<file path="src/rtl/mem_access_unit.sv">
// Memory-stage load/store unit: sized, aligned accesses over a req/ack
// data-memory port, with a registered one-cycle result pulse.
module mem_access_unit #(
    parameter int XLEN = 32
) (
    input  logic              clk,
    input  logic              rst_n,
    input  logic              in_valid,
    output logic              in_ready,
    input  logic [1:0]        mem_op,
    input  logic [2:0]        funct3,
    input  logic [XLEN-1:0]   alu_result,
    input  logic [XLEN-1:0]   reg_data,
    output logic              out_valid,
    output logic [XLEN-1:0]   write_out,
    output logic              fault_misaligned,
    output logic              fault_illegal,
    output logic              mem_req,
    output logic              mem_we,
    output logic [XLEN-1:0]   mem_addr,
    output logic [XLEN/8-1:0] mem_be,
    output logic [XLEN-1:0]   mem_wdata,
    input  logic              mem_ack,
    input  logic [XLEN-1:0]   mem_rdata
);

    localparam int NB  = XLEN / 8;
    localparam int OFS = $clog2(NB);

    localparam logic [1:0] MEM_SKIP_OP  = 2'd0;
    localparam logic [1:0] MEM_LOAD_OP  = 2'd1;
    localparam logic [1:0] MEM_STORE_OP = 2'd2;

    typedef enum logic {IDLE, BUSY} state_t;

    state_t            state_q, state_d;
    logic              out_valid_q, out_valid_d;
    logic [XLEN-1:0]   write_out_q, write_out_d;
    logic              fmis_q, fmis_d;
    logic              fill_q, fill_d;
    logic              mem_req_q, mem_req_d;
    logic              mem_we_q, mem_we_d;
    logic [XLEN-1:0]   mem_addr_q, mem_addr_d;
    logic [NB-1:0]     mem_be_q, mem_be_d;
    logic [XLEN-1:0]   mem_wdata_q, mem_wdata_d;
    logic [OFS-1:0]    ofs_q, ofs_d;
    logic [1:0]        size_q, size_d;
    logic              uns_q, uns_d;

    logic              is_load, is_store;
    logic [1:0]        size;
    logic [3:0]        nbytes;
    logic [OFS-1:0]    ofs;
    logic [OFS-1:0]    size_mask;
    logic              misaligned, illegal;
    logic [2*NB-1:0]   be_wide;
    logic [XLEN-1:0]   wdata;
    logic [XLEN-1:0]   shifted;
    logic [XLEN-1:0]   load_val;

    always_comb begin
        is_load    = (mem_op == MEM_LOAD_OP);
        is_store   = (mem_op == MEM_STORE_OP);
        size       = funct3[1:0];
        nbytes     = 4'd1 << size;
        ofs        = alu_result[OFS-1:0];
        size_mask  = OFS'(nbytes - 4'd1);
        misaligned = |(ofs & size_mask);
        // RV32 has no doubleword access and no LWU
        illegal    = (is_store && (funct3[2] || (XLEN == 32 && size == 2'd3)))
                  || (is_load && (funct3 == 3'b111
                        || (XLEN == 32 && (size == 2'd3 || funct3 == 3'b110))));
        be_wide    = (((2*NB)'(1) << nbytes) - (2*NB)'(1)) << ofs;
        unique case (size)
            2'd0:    wdata = {NB{reg_data[7:0]}};
            2'd1:    wdata = {(NB/2){reg_data[15:0]}};
            2'd2:    wdata = {(NB/4){reg_data[31:0]}};
            default: wdata = reg_data;
        endcase
    end

    always_comb begin
        shifted = mem_rdata >> {ofs_q, 3'b000};
        unique case (size_q)
            2'd0: load_val = uns_q ? XLEN'(shifted[7:0])
                                   : XLEN'($signed(shifted[7:0]));
            2'd1: load_val = uns_q ? XLEN'(shifted[15:0])
                                   : XLEN'($signed(shifted[15:0]));
            2'd2: load_val = uns_q ? XLEN'(shifted[31:0])
                                   : XLEN'($signed(shifted[31:0]));
            default: load_val = shifted;
        endcase
    end

    always_comb begin
        state_d     = state_q;
        out_valid_d = 1'b0;
        write_out_d = write_out_q;
        fmis_d      = fmis_q;
        fill_d      = fill_q;
        mem_req_d   = mem_req_q;
        mem_we_d    = mem_we_q;
        mem_addr_d  = mem_addr_q;
        mem_be_d    = mem_be_q;
        mem_wdata_d = mem_wdata_q;
        ofs_d       = ofs_q;
        size_d      = size_q;
        uns_d       = uns_q;
        unique case (state_q)
            IDLE: begin
                if (in_valid) begin
                    out_valid_d = 1'b1;
                    write_out_d = '0;
                    fmis_d      = 1'b0;
                    fill_d      = 1'b0;
                    if (!(is_load || is_store)) begin
                        write_out_d = alu_result;
                    end else if (illegal) begin
                        fill_d = 1'b1;
                    end else if (misaligned) begin
                        fmis_d = 1'b1;
                    end else begin
                        out_valid_d = 1'b0;
                        write_out_d = write_out_q;
                        fmis_d      = fmis_q;
                        fill_d      = fill_q;
                        state_d     = BUSY;
                        mem_req_d   = 1'b1;
                        mem_we_d    = is_store;
                        mem_addr_d  = {alu_result[XLEN-1:OFS], {OFS{1'b0}}};
                        mem_be_d    = be_wide[NB-1:0];
                        mem_wdata_d = wdata;
                        ofs_d       = ofs;
                        size_d      = size;
                        uns_d       = funct3[2];
                    end
                end
            end
            BUSY: begin
                if (mem_ack) begin
                    state_d     = IDLE;
                    mem_req_d   = 1'b0;
                    out_valid_d = 1'b1;
                    write_out_d = mem_we_q ? '0 : load_val;
                    fmis_d      = 1'b0;
                    fill_d      = 1'b0;
                end
            end
            default: state_d = IDLE;
        endcase
    end

    always_ff @(posedge clk or negedge rst_n) begin
        if (!rst_n) begin
            state_q     <= IDLE;
            out_valid_q <= 1'b0;
            write_out_q <= '0;
            fmis_q      <= 1'b0;
            fill_q      <= 1'b0;
            mem_req_q   <= 1'b0;
            mem_we_q    <= 1'b0;
            mem_addr_q  <= '0;
            mem_be_q    <= '0;
            mem_wdata_q <= '0;
            ofs_q       <= '0;
            size_q      <= '0;
            uns_q       <= 1'b0;
        end else begin
            state_q     <= state_d;
            out_valid_q <= out_valid_d;
            write_out_q <= write_out_d;
            fmis_q      <= fmis_d;
            fill_q      <= fill_d;
            mem_req_q   <= mem_req_d;
            mem_we_q    <= mem_we_d;
            mem_addr_q  <= mem_addr_d;
            mem_be_q    <= mem_be_d;
            mem_wdata_q <= mem_wdata_d;
            ofs_q       <= ofs_d;
            size_q      <= size_d;
            uns_q       <= uns_d;
        end
    end

    assign in_ready         = (state_q == IDLE);
    assign out_valid        = out_valid_q;
    assign write_out        = write_out_q;
    assign fault_misaligned = fmis_q;
    assign fault_illegal    = fill_q;
    assign mem_req          = mem_req_q;
    assign mem_we           = mem_we_q;
    assign mem_addr         = mem_addr_q;
    assign mem_be           = mem_be_q;
    assign mem_wdata        = mem_wdata_q;

endmodule
</file>
<file path="config.mk">
export PLATFORM = sky130hd
export DESIGN_NAME = mem_access_unit
export DESIGN_NICKNAME = d
export VERILOG_FILES = /design/src/rtl/mem_access_unit.sv
export SDC_FILE = /design/constraint.sdc
export NUM_CORES = 1
export LEC_CHECK = 0
export BUFFER_PORTS_ARGS = -buffer_cell sky130_fd_sc_hd__clkbuf_2
export CAP_MARGIN = 25
export CORE_MARGIN = 3
export CORE_UTILIZATION = 39
export CTS_CLUSTER_SIZE = 30
export DETAILED_ROUTE_END_ITERATION = 10
export GPL_TIMING_DRIVEN = 0
export PLACE_DENSITY_LB_ADDON = 0.05
export SLEW_MARGIN = 0
export SYNTH_ARGS = -nofsm -noshare
export SYNTH_HDL_FRONTEND = slang
export SYNTH_SLANG_ARGS = --single-unit
</file>
<file path="constraint.sdc">
create_clock -name clk -period 3.46 [get_ports clk]
set_clock_uncertainty 0.05 [all_clocks]
set_input_delay 0.519 -clock clk [delete_from_list [all_inputs] [get_ports clk]]
set_output_delay 0.519 -clock clk [all_outputs]
set_load 0.03 [all_outputs]
</file>
==> run metrics <==
CP max-delay cell nor2_1; Layout Nets 748; largest net degree at the start of global routing 110; via count 4373; setup repair after global routing missed its margin no; DIE AREA 15670 µm²; Via density 5.326; FF-to-FF Start state_q; CP bufs+invs 3; Post-Layout Cell Count 821; Slew Viols, Final 0; Lkg Pwr 3.418 nW; Post-CTS Resized 0; cell chain of the critical path clkbuf_2 -> inv_1 -> ha_1 -> a21oi_1 -> o221ai_1 -> nor2_1 -> clkbuf_1 -> o32a_1; Tmin final 2.261 ns; Yosys reg bits 109; Fillers 1280; # Post-CTS Setup Buffers 0; cell area after layout 7098 µm²; Critical Path RT 3.69 ns; worst rel slew slack 0.3983; final global-route overflow total 0; Ports 211; Critical path origin mem_op[0]; sequential element share of the synthesized area 0.4925; final hold slack 0.2074 ns; crit end category flop; CORE AREA 13560 µm²; area delta synth->final 28.17%; slowest stage delay, CP 0.48 ns; Commonest cells post-synth dfrtp_1, mux2_1, mux2_2, nand2_1, o32a_1; # placed instances 806; CP Max Fanout 10; share of the synthesized area in the top cell type 0.4925; stages on the worst setup path 8; die width 125.2 µm; family with the most delay on the worst path compound AO/OA/AOI/OAI gates; I/O Buffers 207; Max Clock Freq 442.2 MHz; top_reg_cell synth dfrtp_1; drt first pass iters 4; Avg Inst Size Synth 13.12 µm²; CTS sink count 109; vias in the first global route 4662; initial DRC count 194; Hold Crit Class input port to async pin; Mapped Area 5538 µm²; CTS max path bufs 2; die height 125.2 µm; Clock transition at path regs 0.07 ns; first-pass GRT wire length 26200 µm; Initial Util 0.4085; GP Congestion 0.8138; clock tree root buffer cell clkbuf_16; Post-Syn Instances 422; CTS tree done; later-pin clock latency in the skew report 0.35 ns; R2R depth 5; Post-synth EDFFs 0; post-route ant nets 0; CP Data Arrival Time 2.49 ns; Post-CTS Hold Buffers 0; WL/cell 19.99 µm; Final Hold Viols 0; Area contributors post-synth dfrtp_1, mux2_1, mux2_2; Max-Cap Viols 0; DP Wirelength 12520 µm; final routed DRC violation total 0; Worst setup SP type input port; share of cells above drive strength 1 0.4775; Worst-Margin Slew 0.9026 ns; All-Layer GR Usage 0.2123; diode count 0; Synth Warn # 0; WL final 16410 µm; row count 42; cell taking the most area after synthesis dfrtp_1; post-synth cell types 44; Final Setup Violations 0; Pwr per Cell Area 764.0 nW/µm²; fin crit share 0.6536; total CTS buffers 9; Async SR Flop Fraction 1.000; TNS Setup 0 ns; count leader, synth dfrtp_1; Peak VDD IR 340.5 µV; status complete, no violations; area post-placement 6807 µm²; CTS H-tree lvls 3; initial antenna violation count 0; CP Class input port to flop
## worst register-to-register path, cell delays in order, from the launching register on
cell	delay, ns
dfrtp_1	0.47
and2_1	0.22
a21oi_1	0.52
clkbuf_1	0.49
a221o_1	0.20
o32a_1	0.14
## layout by cell type, fill, tap and decap left out, types with 4 or more instances in the layout
cell type / synthesis / layout
mux2_4: 4 / 4
inv_1: 6 / 6
mux2_2: 43 / 43
nor2_1: 7 / 7
dfrtp_1: 109 / 109
clkbuf_16: 0 / 9
clkbuf_1: 13 / 14
a221o_1: 16 / 16
a21oi_1: 4 / 4
mux2i_1: 17 / 17
clkbuf_2: 0 / 206
o21ai_0: 9 / 9
mux2_1: 58 / 58
nand2_1: 28 / 28
o32a_1: 24 / 24
mux4_2: 8 / 8
buf_2: 16 / 16
a211oi_1: 8 / 8
a22o_1: 8 / 8
buf_6: 5 / 5
a2bb2oi_1: 7 / 7
## routing by layer
layer / vias up / routed length [µm] / track usage
li1: 2043 / - / -
met3: 19 / 941 / 0.04094
met2: 140 / 7656 / 0.3388
met1: 2171 / 7492 / 0.2935
met4: 0 / 320 / 0.06888
met5: - / 0 / 0
## area by class of cell
type	instances	area, µm²	share of cell area
clock buffer	11	242.7	0.03420
sequential	109	2728	0.3843
buffer	38	211.5	0.02979
tap	176	220.2	0.03102
multi-input combinational	270	2580	0.3635
inverter	6	22.52	0.003173
clock inverter	4	48.80	0.006875
timing repair buffer	207	1045	0.1472
## metrics by stage
| stage | worst slack [ns] | total power [mW] | utilization |
|---|---|---|---|
| finish | 1.199 | 5.423 | 0.5235 |
| global route | 0.9331 | 5.727 | 0.5235 |
| CTS | 1.210 | 5.487 | 0.5235 |
| detailed placement | 0.8319 | 4.428 | 0.5020 |
| global placement | 0.1782 | 4.385 | 0.5014 |
| floorplan | 1.332 | 3.628 | - |
## where the power goes
group	internal (mW)	switching [mW]
combinational	0.880	1.56
sequential	1.70	0.239
clock	0.577	0.463
## registers in the layout (all words and copies together) (netlist names)
signal	count
mem_wdata	32
write_out	32
mem_addr	30
mem_be	4
ofs_q	2
size_q	2
fault_illegal	1
fault_misaligned	1
mem_req	1
mem_we	1
out_valid	1
state_q	1
uns_q	1
## cell families (layout without fill, tap and decap cells)
logic type,count (synthesis),in the layout,share of synthesized area
AO/OA/AOI/OAI,87,87,0.1376
other,1,2,0.0006772
adder cells (fa/ha/maj),2,2,0.004518
AND/OR/NAND/NOR,49,49,0.04293
flip-flops,109,109,0.4925
multiplexers,130,130,0.2795
buffers and inverters,44,266,0.04225
## final timing paths
check	slack [ns]	to
setup / recovery	1.20	write_out[27]
hold / removal	0.21	mem_be[0]
setup reg to reg	1.32	write_out[26]
hold reg to reg	0.44	mem_addr[2]
max in group asynchronous	2.49	mem_wdata[29]
min in group clk	0.32	state_q
Note: power is estimated with default switching activity, not from simulation.
